$ cat src/rtl/rv32_scoreboard_hazard.sv
// Scoreboard hazard unit: per-register pending counters for variable-latency writes,
// RAW / WAW-saturation / global-full detection and per-stage stall/flush generation.
module rv32_scoreboard_hazard #(
   parameter int REG_BITS        = 5,
   parameter int CNT_BITS        = 2,
   parameter int MAX_OUTSTANDING = 4,
   localparam int OUT_BITS       = $clog2(MAX_OUTSTANDING + 1)
) (
   input  logic                clk,
   input  logic                reset,
   input  logic                decode_valid_in,
   input  logic [REG_BITS-1:0] decode_rs1_in,
   input  logic                decode_rs1_read_in,
   input  logic [REG_BITS-1:0] decode_rs2_in,
   input  logic                decode_rs2_read_in,
   input  logic [REG_BITS-1:0] decode_rd_in,
   input  logic                decode_rd_writeback_in,
   input  logic                decode_long_latency_in,
   input  logic                complete_valid_in,
   input  logic [REG_BITS-1:0] complete_rd_in,
   input  logic                mem_busy_in,
   input  logic                mem_branch_taken_in,
   output logic                fetch_stall_out,
   output logic                fetch_flush_out,
   output logic                decode_stall_out,
   output logic                decode_flush_out,
   output logic                execute_stall_out,
   output logic                execute_flush_out,
   output logic                mem_stall_out,
   output logic                mem_flush_out,
   output logic                writeback_flush_out,
   output logic [OUT_BITS-1:0] outstanding_out,
   output logic                full_out,
   output logic                underflow_err_out
);

   localparam int NREG = 1 << REG_BITS;
   localparam logic [CNT_BITS-1:0] CNT_MAX = '1;

   logic [CNT_BITS-1:0] cnt_q [NREG];
   logic [CNT_BITS-1:0] cnt_d [NREG];
   logic [OUT_BITS-1:0] outstanding_q, outstanding_d;
   logic                underflow_q, underflow_d;

   logic branch, ll_write, raw, waw_sat, glob_full, hazard;
   logic issue, comp_nz, comp, same_reg;

   always_comb begin
      branch    = mem_branch_taken_in && !mem_busy_in;
      ll_write  = decode_valid_in && decode_rd_writeback_in && decode_long_latency_in &&
                  (decode_rd_in != '0);
      raw       = decode_valid_in &&
                  ((decode_rs1_read_in && (decode_rs1_in != '0) && (cnt_q[decode_rs1_in] != '0)) ||
                   (decode_rs2_read_in && (decode_rs2_in != '0) && (cnt_q[decode_rs2_in] != '0)));
      waw_sat   = ll_write && (cnt_q[decode_rd_in] == CNT_MAX);
      glob_full = ll_write && full_out;
      hazard    = (raw || waw_sat || glob_full) && !branch;
   end

   assign mem_stall_out       = mem_busy_in;
   assign execute_stall_out   = mem_stall_out;
   assign decode_stall_out    = execute_stall_out || hazard;
   assign fetch_stall_out     = decode_stall_out;
   assign fetch_flush_out     = 1'b0;
   assign decode_flush_out    = branch;
   assign execute_flush_out   = branch || (hazard && !execute_stall_out);
   assign mem_flush_out       = 1'b0;
   assign writeback_flush_out = mem_busy_in;

   assign outstanding_out   = outstanding_q;
   assign full_out          = (outstanding_q == OUT_BITS'(MAX_OUTSTANDING));
   assign underflow_err_out = underflow_q;

   // Issue and completion on the same register cancel, so neither touches the counter.
   always_comb begin
      issue    = ll_write && !decode_stall_out && !branch;
      comp_nz  = complete_valid_in && (complete_rd_in != '0);
      comp     = comp_nz && (cnt_q[complete_rd_in] != '0);
      same_reg = issue && comp && (complete_rd_in == decode_rd_in);
      for (int i = 0; i < NREG; i++) begin
         cnt_d[i] = cnt_q[i];
      end
      if (issue && !same_reg) begin
         cnt_d[decode_rd_in] = cnt_q[decode_rd_in] + CNT_BITS'(1);
      end
      if (comp && !same_reg) begin
         cnt_d[complete_rd_in] = cnt_q[complete_rd_in] - CNT_BITS'(1);
      end
      outstanding_d = outstanding_q;
      if (issue && !comp) begin
         outstanding_d = outstanding_q + OUT_BITS'(1);
      end else if (comp && !issue) begin
         outstanding_d = outstanding_q - OUT_BITS'(1);
      end
      underflow_d = underflow_q || (comp_nz && (cnt_q[complete_rd_in] == '0));
   end

   always_ff @(posedge clk) begin
      if (reset) begin
         for (int i = 0; i < NREG; i++) begin
            cnt_q[i] <= '0;
         end
         outstanding_q <= '0;
         underflow_q   <= 1'b0;
      end else begin
         for (int i = 0; i < NREG; i++) begin
            cnt_q[i] <= cnt_d[i];
         end
         outstanding_q <= outstanding_d;
         underflow_q   <= underflow_d;
      end
   end

endmodule

$ cat config.mk
export PLATFORM = sky130hd
export DESIGN_NAME = rv32_scoreboard_hazard
export DESIGN_NICKNAME = d
export VERILOG_FILES = /design/src/rtl/rv32_scoreboard_hazard.sv
export SDC_FILE = /design/constraint.sdc
export NUM_CORES = 1
export LEC_CHECK = 0
export CORE_MARGIN = 1
export CORE_UTILIZATION = 36
export DETAILED_ROUTE_END_ITERATION = 10
export PLACE_DENSITY = 0.54
export SYNTH_ARGS = -nofsm -noshare
export SYNTH_HDL_FRONTEND = slang
export SYNTH_SLANG_ARGS = --single-unit
$ cat constraint.sdc
create_clock -name clk -period 5.1 [get_ports clk]
set_input_delay 1.02 -clock clk [delete_from_list [all_inputs] [get_ports clk]]
set_output_delay 1.02 -clock clk [all_outputs]
set_load 0.05 [all_outputs]
== After elaboration in Yosys (flattened, before gate mapping) ==
Memory sizes are Yosys's and may differ from the RTL's.
Index checks and enable logic that the tools add are counted.
Operators by class
  order comparisons: 4
  bitwise operators: 34
  reductions and logical operators: 47
  multiplexer cells: 45
  div/mod/pow operators: 0
  shift operators: 0
  multiply operators: 0
  add/subtract/negate cells: 4
  equal/unequal tests: 3
Operators by type and width (number)
  $bwmux 64: 2
  $mux 64: 2
  $mux 2: 34
  $or 1x1->1: 32
  $logic_and 1x1->1: 26
  $demux 2 s5: 2
  $reduce_bool 5->1: 4
  $ge 6x6->1 const B: 2
  $lt 6x1->1 const B: 2
  $not 5->6: 2
  $reduce_bool 2->1: 4
  $logic_not 1->1: 6
  $logic_or 1x1->1: 6
  $mux 3: 2
  $eq 5x5->1: 1
  $add 3x1->3 const B: 1
  $eq 3x3->1 const B: 1
  $mux 1: 3
  $sub 3x1->3 const B: 1
  $add 2x1->2 const B: 1
  $eq 2x2->1 const B: 1
  $logic_not 2->1: 1
  $sub 2x1->2 const B: 1
Storage, ports and cells
  memories: 1
  word-level logic and storage cells: 140
  bits in registers: 4
  bits in writable memories: 64
  bits in latches: 0
  ROM bits: 0
Memory list
  cnt_q: depth 32, width 2, read ports 36, clocked after Yosys merged registers in 0, write ports 32, line 40  | logic [CNT_BITS-1:0] cnt_q [NREG];

== Logic depth before layout (Yosys ltp) ==
Gate-level depths: netlist of run 1.
  word-level depth: 20
  depth in mapped cells: 20
  depth with buffers taken out: 16

== Worst setup path after synthesis of run 1 ==
No wires, ideal clock.
  path kind: input port to flip-flop
  start: input complete_rd_in[0]
  end: memory cnt_q[17][0]
  setup time: 0.136 ns
  data required time: 4.964 ns
  path slack: -0.376 ns
  stages: 20
  data arrival time: 5.340 ns
  cells stage by stage: buf_2 buf_2 buf_1 mux4_2 a22o_1 a221oi_1 and3_1 ha_1 inv_1 o311ai_4 inv_1 ha_1 and2_1 and2_1 nor4b_2 clkbuf_1 buf_1 a211oi_1 nand4_1 nand3_1
RTL lines
  from (decl): line 20  | input logic [REG_BITS-1:0] complete_rd_in,
  to (decl): line 40

==> metrics.md, run 1 <==
| Metric | Value |
|---|---|
| Status | `finished clean` |
| I/O pins | `44` |
| Mean number of vias per cell | `7.007` |
| Yosys top cell by area | `dfxtp_1` |
| Hold Path Sink | `underflow_err_out` |
| Yosys Warn Count | `0` |
| Total GRT Usage | `32.24%` |
| Grt met3 use | `7.542%` |
| Clk sinks | `68` |
| Hold slack | `478.7 ps` |
| Setup tns final | `0 ps` |
| Required @ worst endpoint | `5350 ps` |
| Final RePlAce weighted congestion | `1.007` |
| Static leakage | `2.842 nW` |
| Pwr dens | `189.2 nW/µm²` |
| Die Area | `18940 µm²` |
| Layout cells sized above 1 | `27.60%` |
| CTS Root Cell | `clkbuf_16` |
| Row cnt | `49` |
| GRT busiest layer | `met2` |
| Max cap viols | `0` |
| Sequential element share of the synthesized area | `20.56%` |
| Peak supply drop | `0.0001653 V` |
| CTS Buffer Depth | `2` |
| Nets | `925` |
| Skew-Pair Late Insertion Delay | `350 ps` |
| Number of global-route vias before repair | `7300` |
| CP max FO | `10` |
| Synthesis-to-layout area growth | `28.38%` |
| Post-synth EDFFs | `0` |
| DRT Wirelength | `29800 µm` |
| Worst-path clk slew | `60 ps` |
| Fin crit share | `97.08%` |
| WHS Path Cells | `2` |
| Inserted Diodes | `0` |
| HP Class | `reg2reg` |
| Crit path DAT | `5200 ps` |
| Worst-margin pin slew | `1281 ps` |
| Share of the synthesized area in the top cell type | `20.56%` |
| Die width | `137.6 µm` |
| Slew Viols, Final | `0` |
| # port buffers | `41` |
| R2r setup slk | `880 ps` |
| Synth async-reset ratio | `0%` |
| Post-Syn Area | `6621 µm²` |
| Core box area | `18020 µm²` |
| Fillers | `1763` |
| H-tree Lvls | `3` |
| Commonest non-fill, non-tap cell in the layout | `buf_4` |
| Iter 0 DRT Violations | `1069` |
| Routed wire per std cell | `26.51 µm` |
| GRT overflow | `0` |
| Design area | `8501 µm²` |
| CTS Buf Count | `9` |
| WS Path Type | `in2reg` |
| Seq cells post-synth | `68` |
| Fin worst setup slack | `148.9 ps` |
| First-pass GRT wire length | `44410 µm` |
| Most area-consuming cells after synthesis | `dfxtp_1, mux4_2, a311oi_1, nor2_1, nor4_1` |
| Max Clock Freq | `202.0 MHz` |
| Hold Crit Start | `underflow_err_out` |
| Clock skew | `3.613 ps` |
| Cells on worst reg2reg path | `14` |
| Reg2Reg Launch Point | `cnt_q[22][1]` |
| Final hold violations | `0` |
| GRT met1 Usage | `42.26%` |
| TritonCTS clock tree | `done` |
| Met2 usage | `49.41%` |
| Initial antenna violation count | `0` |
| Number of setup violations in the final report | `0` |
| Largest net degree at the start of global routing | `65` |
| Die height | `137.6 µm` |
| Final worst path period need | `4951 ps` |
| Hpwl dp | `21130 µm` |
| Number of library cell types mapped by synthesis | `69` |
| Syn Inst Count | `795` |
| Most frequent cells in the layout | `buf_4, nor2_1, dfxtp_1` |
| Worst slew margin relative to its limit | `14.58%` |
| CP Capture Type | `register` |
| DRC Markers | `0` |
| Initial core utilization | `36.73%` |
| Area after DPL | `8035 µm²` |
| DR vias | `7876` |
| DP Worst Slack | `-477.5 ps` |
| Avg Inst Size Synth | `8.329 µm²` |
| Main synth FF type | `dfxtp_1` |
| Pre-antenna DRT Iters | `5` |
| Routed Antenna Nets | `0` |
| Crit start category | `input pin` |
| FF-to-FF End | `cnt_q[18][1]` |
## synthesized netlist by cell type (10+ instances only)
library cell,number
a2111oi_0,18
a2111oi_1,11
a21oi_1,22
a22oi_1,10
a311oi_1,44
and2_1,11
and3_1,20
and4_1,21
buf_2,24
clkbuf_1,51
dfxtp_1,68
mux4_2,45
nand2_1,29
nand3_1,37
nand4_1,15
nor2_1,101
nor2b_1,12
nor3_1,33
nor4_1,34
o21ai_0,25
or3_1,13
## kinds of logic after synthesis
family,count (synthesis),share of synthesized area [%]
AOI/OAI and AO/OA,193,23.17
xor gates and xnor gates,7,0.9259
adders and majority gates,5,1.058
buffers and inverters,104,7.389
DFF,68,20.56
other,1,0.05663
muxes,50,16.36
and+or+nand+nor,367,30.48
## flip-flops by register name (all words and copies together) (netlist names)
signal and count:
cnt_q 64, outstanding_out 3, underflow_err_out 1
## per-stage QoR
| step | power (mW) | instances | utilization (%) |
|---|---|---|---|
| after floorplan | 0.7646 | 796 | - |
| after global placement | 0.9325 | 1100 | 44.58 |
| after detailed placement | 0.9371 | 1100 | 44.58 |
| after CTS | 1.592 | 1120 | 46.56 |
| after global routing | 1.656 | 1124 | 47.16 |
| final | 1.609 | 1124 | 47.16 |
## worst max path at each step
stage	cells after the start	end	from
floorplan	20	cnt_q[17][0]	complete_rd_in[0]
global placement	20	cnt_q[5][0]	complete_rd_in[0]
detailed placement	19	cnt_q[25][1]	complete_rd_in[0]
CTS	20	cnt_q[13][1]	complete_rd_in[0]
global route	19	cnt_q[28][1]	complete_rd_in[0]
finish	17	cnt_q[18][1]	complete_rd_in[0]
## where the power goes
group / internal (mW) / switching [mW]
sequential: 0.539 / 0.00972
clock: 0.404 / 0.257
combinational: 0.161 / 0.238
## area by class of cell
class / instances / area (µm²) / share of cell area, %
clock inverters: 4 / 47.55 / 0.5593
clock buffers: 12 / 256.5 / 3.017
repair buffers: 180 / 1644 / 19.34
flip-flops and latches: 68 / 1361 / 16.01
well taps: 229 / 286.5 / 3.371
multi-input cells: 624 / 4878 / 57.39
inverters: 7 / 26.28 / 0.3091
## what timing repair did
| action | in CTS | in global routing |
|---|---|---|
| pin swaps | 2 | 3 |
| cloned | 0 | 2 |
| buffers inserted | 4 | 2 |
| setup endpoints to repair | 9 | 53 |
| gates resized for setup | 5 | 13 |
| hold buffers | 0 | 0 |
## per-layer routing
layer	wire, µm	share of wire (%)
met1	11840	40
met2	13340	45
met3	3173	11
met4	1455	4.9
met5	0	0
## worst max-delay path: stages
cell and delay, ps:
clkdlybuf4s50_1 510, buf_12 140, buf_12 140, mux4_2 540, a221oi_2 240, and3_1 180
ha_1 160, inv_1 70, o311ai_4 90, inv_1 70, ha_1 180, and2_1 160
and2_1 180, buf_4 170, nor3_2 880, nand3_1 160, and4bb_2 270
Power figures use the tool's default switching activity.
==> run 2: changes to the inputs <==
Settings changed: CELL_PAD_IN_SITES_DETAIL_PLACEMENT set to 1, CELL_PAD_IN_SITES_GLOBAL_PLACEMENT set to 1, CORE_UTILIZATION 36 to 42, PLACE_DENSITY 0.54 to 0.77.
==> metrics.md, run 2 (same netlist as run 1, synthesis figures left out) <==
| Metric | Value |
|---|---|
| Die height | `127.6 µm (was 137.6 µm)` |
| Pre-antenna DRT Iters | `6 (was 5)` |
| First-pass GRT wire length | `48270 µm (was 44410 µm)` |
| TritonCTS clock tree | `done (unchanged)` |
| Total Power | `1.730 mW (was 1.609 mW)` |
| Final RePlAce weighted congestion | `1.008 (was 1.007)` |
| Max cap viols | `0 (unchanged)` |
| Area after DPL | `8040 µm² (was 8035 µm²)` |
| Worst-path clk slew | `60 ps (about the same)` |
| Largest register FFs | `64 (unchanged)` |
| GRT overflow | `0 (unchanged)` |
| Cells along the critical path | `clkdlybuf4s50_1, buf_4, buf_4, mux4_2, o22ai_1, nor4_2, inv_1, ha_1, inv_1, o311ai_4, inv_1, ha_1, and2_1, buf_4, a211o_1, buf_4, buf_12, nor2_2, nor2_1, and4_1, a2111oi_0 (was clkdlybuf4s50_1, buf_12, buf_12, mux4_2, a221oi_2, and3_1, ha_1, inv_1, o311ai_4, inv_1, ha_1, and2_1, and2_1, buf_4, nor3_2, nand3_1, and4bb_2)` |
| Clock skew | `9.127 ps (was 3.613 ps)` |
| Number of setup violations in the final report | `1 (was 0)` |
| HP Class | `reg2reg (unchanged)` |
| H-tree Lvls | `3 (unchanged)` |
| Commonest non-fill, non-tap cell in the layout | `buf_4 (unchanged)` |
| Fin crit share | `100.6% (was 97.08%)` |
| Fin cells | `1113 (was 1124)` |
| Hold buffer count at cts | `0 (unchanged)` |
| CP max FO | `9 (was 10)` |
| Max Clock Freq | `195.0 MHz (was 202.0 MHz)` |
| Crit path DAT | `5340 ps (was 5200 ps)` |
| Skew-Pair Late Insertion Delay | `360 ps (was 350 ps)` |
| Inserted Diodes | `0 (unchanged)` |
| Max incr delay on CP | `520 ps (was 880 ps)` |
| Nets | `932 (was 925)` |
| Design area | `8657 µm² (was 8501 µm²)` |
| Worst-margin pin slew | `1216 ps (was 1281 ps)` |
| Die width | `127.6 µm (was 137.6 µm)` |
| Setup tns final | `-28.23 ps (was 0 ps)` |
| Fillers | `1817 (was 1763)` |
| Crit start category | `input pin (unchanged)` |
| Total GRT Usage | `40.08% (was 32.24%)` |
| Routed wire per std cell | `28.93 µm (was 26.51 µm)` |
| Peak supply drop | `0.0001949 V (was 0.0001653 V)` |
| Placed insts | `1089 (was 1100)` |
| Layout cells sized above 1 | `29.60% (was 27.60%)` |
| Largest net degree at the start of global routing | `82 (was 65)` |
| Final worst path period need | `5128 ps (was 4951 ps)` |
| Largest Register | `cnt_q (unchanged)` |
| CP Capture Type | `register (unchanged)` |
| Util after Layout | `56.53% (was 47.16%)` |
| Row cnt | `45 (was 49)` |
| Status | `complete, but fails checks (was finished clean)` |
| DRC Markers | `0 (unchanged)` |
| Crit-path most repeated cell | `buf_4` |
| WS Path Type | `in2reg (unchanged)` |
| Required @ worst endpoint | `5310 ps (was 5350 ps)` |
| Static leakage | `2.910 nW (was 2.842 nW)` |
| Initial core utilization | `43.24% (was 36.73%)` |
| Worst slew margin relative to its limit | `18.91% (was 14.58%)` |
| Die Area | `16270 µm² (was 18940 µm²)` |
| CTS Root Cell | `clkbuf_16 (unchanged)` |
| Synthesis-to-layout area growth | `30.74% (was 28.38%)` |
| Slowest-stage cell, CP | `mux4_2 (was nor3_2)` |
| Slew Viols, Final | `0 (unchanged)` |
| Clk sinks | `68 (unchanged)` |
| Number of global-route vias before repair | `8197 (was 7300)` |
| DRT Wirelength | `32200 µm (was 29800 µm)` |
| Hpwl dp | `22300 µm (was 21130 µm)` |
| DR vias | `8111 (was 7876)` |
| # port buffers | `41 (unchanged)` |
| DP Worst Slack | `-896.0 ps (was -477.5 ps)` |
| Most frequent cells in the layout | `buf_4, nor2_1, dfxtp_1 (unchanged)` |
| Initial antenna violation count | `1 (was 0)` |
| Failing checks | `setup timing` |
| Final hold violations | `0 (unchanged)` |
| Fin worst setup slack | `-28.23 ps (was 148.9 ps)` |
| Mean number of vias per cell | `7.288 (was 7.007)` |
| Hold slack | `505.4 ps (was 478.7 ps)` |
| I/O pins | `44 (unchanged)` |
| CTS Buf Count | `9 (unchanged)` |
| Routed Antenna Nets | `0 (unchanged)` |
| Iter 0 DRT Violations | `921 (was 1069)` |
| CTS Buffer Depth | `2 (unchanged)` |
| Pwr dens | `199.9 nW/µm² (was 189.2 nW/µm²)` |
| Core box area | `15310 µm² (was 18020 µm²)` |
-- run 2: layout make-up --
class	count	area, µm²	share of cell area [%]
multi-input cells	624	4967	57.38
repair buffers	187	1688	19.50
flip-flops and latches	68	1361	15.72
well taps	211	264.0	3.050
clock buffers	10	239.0	2.761
clock inverters	6	111.4	1.286
inverters	7	26.28	0.3035
-- run 2: path summary, 6_finish.rpt --
check             slack, ps     endpoint  cells after the start               from
hold reg to reg         510  cnt_q[0][1]                      1        cnt_q[0][1]
setup reg to reg        880  cnt_q[6][1]                     17       cnt_q[31][0]
hold / removal          510  cnt_q[0][1]                      1        cnt_q[0][1]
setup / recovery        -30  cnt_q[6][1]                     21  complete_rd_in[0]
-- run 2: timing repair --
item | CTS | global route
gates cloned | 1 | 0
resized for setup | 10 | 32
pin swaps | 2 | 3
setup endpoints to repair | 52 | 32
setup buffers | 7 | 0
-- run 2: routing by layer --
metal  wire [µm]  track usage [%]  up-vias
li1            -                -     3390
met1       12470            48.52     4069
met2       14540            64.03      503
met3        3079            9.255      149
met4        2106            25.98        0
met5           0                0        -
-- run 2: where the power goes --
part,switching [mW],leakage [nW],internal [mW]
sequential,0.00970,0.549,0.539
combinational,0.251,2.19,0.163
clock,0.276,0.169,0.491
total,0.537,2.91,1.19
-- run 2: critical path, delay by kind of cell --
kind | cells | cell delay [ps]
and+or+nand+nor | 5 | 690
buffers and inverters | 9 | 1610
AOI/OAI and AO/OA | 4 | 1120
adders and majority gates | 2 | 370
muxes | 1 | 520
==> run 3: changes to the inputs <==
Settings changed: CORE_UTILIZATION 42 to 50, PLACE_DENSITY 0.77 to 0.87.
Clock period 5.1 ns to 6.1 ns, I/O delays scaled along.
==> metrics.md, run 3 (same netlist as run 1, synthesis figures left out) <==
| Metric | Value |
|---|---|
| Status | `finished clean (was complete, but fails checks)` |
| Number of setup violations in the final report | `0 (was 1)` |
| Largest net degree at the start of global routing | `48 (was 82)` |
| Pwr dens | `171.5 nW/µm² (was 199.9 nW/µm²)` |
| Hold buffer count at cts | `0 (unchanged)` |
| Initial core utilization | `51.84% (was 43.24%)` |
| DRC Markers | `0 (unchanged)` |
| CTS Buf Count | `9 (unchanged)` |
| CTS Buffer Depth | `2 (unchanged)` |
| I/O pins | `44 (unchanged)` |
| Die Area | `13710 µm² (was 16270 µm²)` |
| Hold slack | `510.7 ps (was 505.4 ps)` |
| Fin crit share | `97.20%` |
| Hold Crit Start | `underflow_err_out (was cnt_q[0][1])` |
| Core box area | `12770 µm² (was 15310 µm²)` |
| Peak supply drop | `0.0001060 V (was 0.0001949 V)` |
| Required @ worst endpoint | `6270 ps (was 5310 ps)` |
| H-tree Lvls | `3 (unchanged)` |
| DRT Wirelength | `30210 µm (was 32200 µm)` |
| Skew-Pair Late Insertion Delay | `350 ps (was 360 ps)` |
| Initial antenna violation count | `1 (unchanged)` |
| Routed Antenna Nets | `0 (unchanged)` |
| Max cap viols | `0 (unchanged)` |
| HP Class | `reg2reg (unchanged)` |
| Clk sinks | `68 (unchanged)` |
| Crit start category | `input pin (unchanged)` |
| Total GRT Usage | `45.69% (was 40.08%)` |
| # port buffers | `41 (unchanged)` |
| Static leakage | `2.279 nW (was 2.910 nW)` |
| DR vias | `7812 (was 8111)` |
| Die width | `117.1 µm (was 127.6 µm)` |
| Iter 0 DRT Violations | `1000 (was 921)` |
| Clock skew | `8.461 ps (was 9.127 ps)` |
| Die height | `117.1 µm (was 127.6 µm)` |
| R2r setup slk | `1450 ps (was 880 ps)` |
| Row cnt | `41 (was 45)` |
| Number of global-route vias before repair | `7675 (was 8197)` |
| Hpwl dp | `20370 µm (was 22300 µm)` |
| First-pass GRT wire length | `45430 µm (was 48270 µm)` |
| Synthesis-to-layout area growth | `12.79% (was 30.74%)` |
| CP Capture Type | `register (unchanged)` |
| CTS Root Cell | `clkbuf_16 (unchanged)` |
| Nets | `825 (was 932)` |
| Max Clock Freq | `168.7 MHz` |
| Worst-path clk slew | `60 ps (about the same)` |
| Pre-antenna DRT Iters | `5 (was 6)` |
| Layout cells sized above 1 | `16.48% (was 29.60%)` |
| Setup tns final | `0 ps (was -28.23 ps)` |
| Largest register FFs | `64 (unchanged)` |
| CP max FO | `21 (was 9)` |
| Worst slew margin relative to its limit | `15.61% (was 18.91%)` |
| Commonest non-fill, non-tap cell in the layout | `nor2_1 (was buf_4)` |
| Most frequent cells in the layout | `nor2_1, dfxtp_1, mux4_2 (was buf_4, nor2_1, dfxtp_1)` |
| Total Power | `1.280 mW (was 1.730 mW)` |
| Post-CTS Setup Bufs | `0 (was 7)` |
| Critical path endpoint | `cnt_q[26][0] (was cnt_q[6][1])` |
| Final worst path period need | `5929 ps` |
| Mean number of vias per cell | `8.070 (was 7.288)` |
| Routed wire per std cell | `31.21 µm (was 28.93 µm)` |
| TritonCTS clock tree | `done (unchanged)` |
| Cells on worst reg2reg path | `15 (was 17)` |
| Cts repair resizes | `0 (was 10)` |
| Largest Register | `cnt_q (unchanged)` |
| FF-to-FF End | `cnt_q[26][0] (was cnt_q[6][1])` |
| Slew Viols, Final | `0 (unchanged)` |
| Reg2Reg Launch Point | `cnt_q[22][0] (was cnt_q[31][0])` |
| Final hold violations | `0 (unchanged)` |
| Crit path DAT | `6100 ps (was 5340 ps)` |
| Final RePlAce weighted congestion | `0.9792 (was 1.008)` |
| RSZ-0062 raised after global routing | `false` |
| Worst-margin pin slew | `1259 ps (was 1216 ps)` |
| Setup crit start | `decode_rs2_in[2] (was complete_rd_in[0])` |
| GRT overflow | `0 (unchanged)` |
| WS Path Type | `in2reg (unchanged)` |
[run 3: cell types whose count changed in the layout (fill, tap and decap cells not counted), moves of 5 or more]
cell	before	now
a2111oi_0	11	17
buf_12	13	6
clkbuf_1	0	5
nor2_1	92	100
a22oi_2	5	0
a22oi_1	5	10
nor2_2	6	1
buf_4	133	36
[run 3: critical path, cell delays in order]
cell	delay, ps
clkdlybuf4s50_1	820
mux4_2	590
nor3b_1	160
or4_4	570
o21ai_4	110
nor3_1	80
buf_4	150
ha_1	180
and2_1	180
and2_1	220
nor2_2	840
buf_4	300
nand3_1	80
nor4_1	360
a2111oi_0	180
[run 3: stage by stage]
stage	cell area (µm²)	instances	worst slack [ps]	util [%]
after floorplan	6625	796	424.2	-
after global routing	7466	967	45.55	58.45
after detailed placement	7186	951	79.39	56.25
final	7468	968	170.6	58.47
after global placement	7186	951	221.0	56.25
after CTS	7465	967	357.9	58.44
[run 3: power by group]
part,internal (mW),switching [mW]
Combinational,0.0954,0.194
Sequential,0.451,0.00879
Clock,0.317,0.214
[run 3: how the worst min path moves through the flow]
stage                                    end  slack [ps]  cells after the start
after floorplan                  cnt_q[0][1]         470                      1
after detailed placement   underflow_err_out         500                      2
after global placement    outstanding_out[2]         490                      2
after CTS                  underflow_err_out         510                      2
final                      underflow_err_out         510                      2
after global routing       underflow_err_out         540                      2
[run 3: area by class of cell]
class                   instances  area, µm²
fillers                      1494       5305
multi-input cells             624       4818
flip-flops and latches         68       1361
repair buffers                 80      765.7
clock buffers                  14      244.0
well taps                     172      215.2
clock inverters                 2      35.03
inverters                       7      26.28
diodes                          1      2.502
[run 3: layer usage]
layer	wire [µm]	track usage [%]	vias up
li1	-	-	3171
met1	11470	59.02	3859
met4	1811	29.62	2
met3	3711	12.41	156
met2	13200	67.34	624
met5	13	0	-
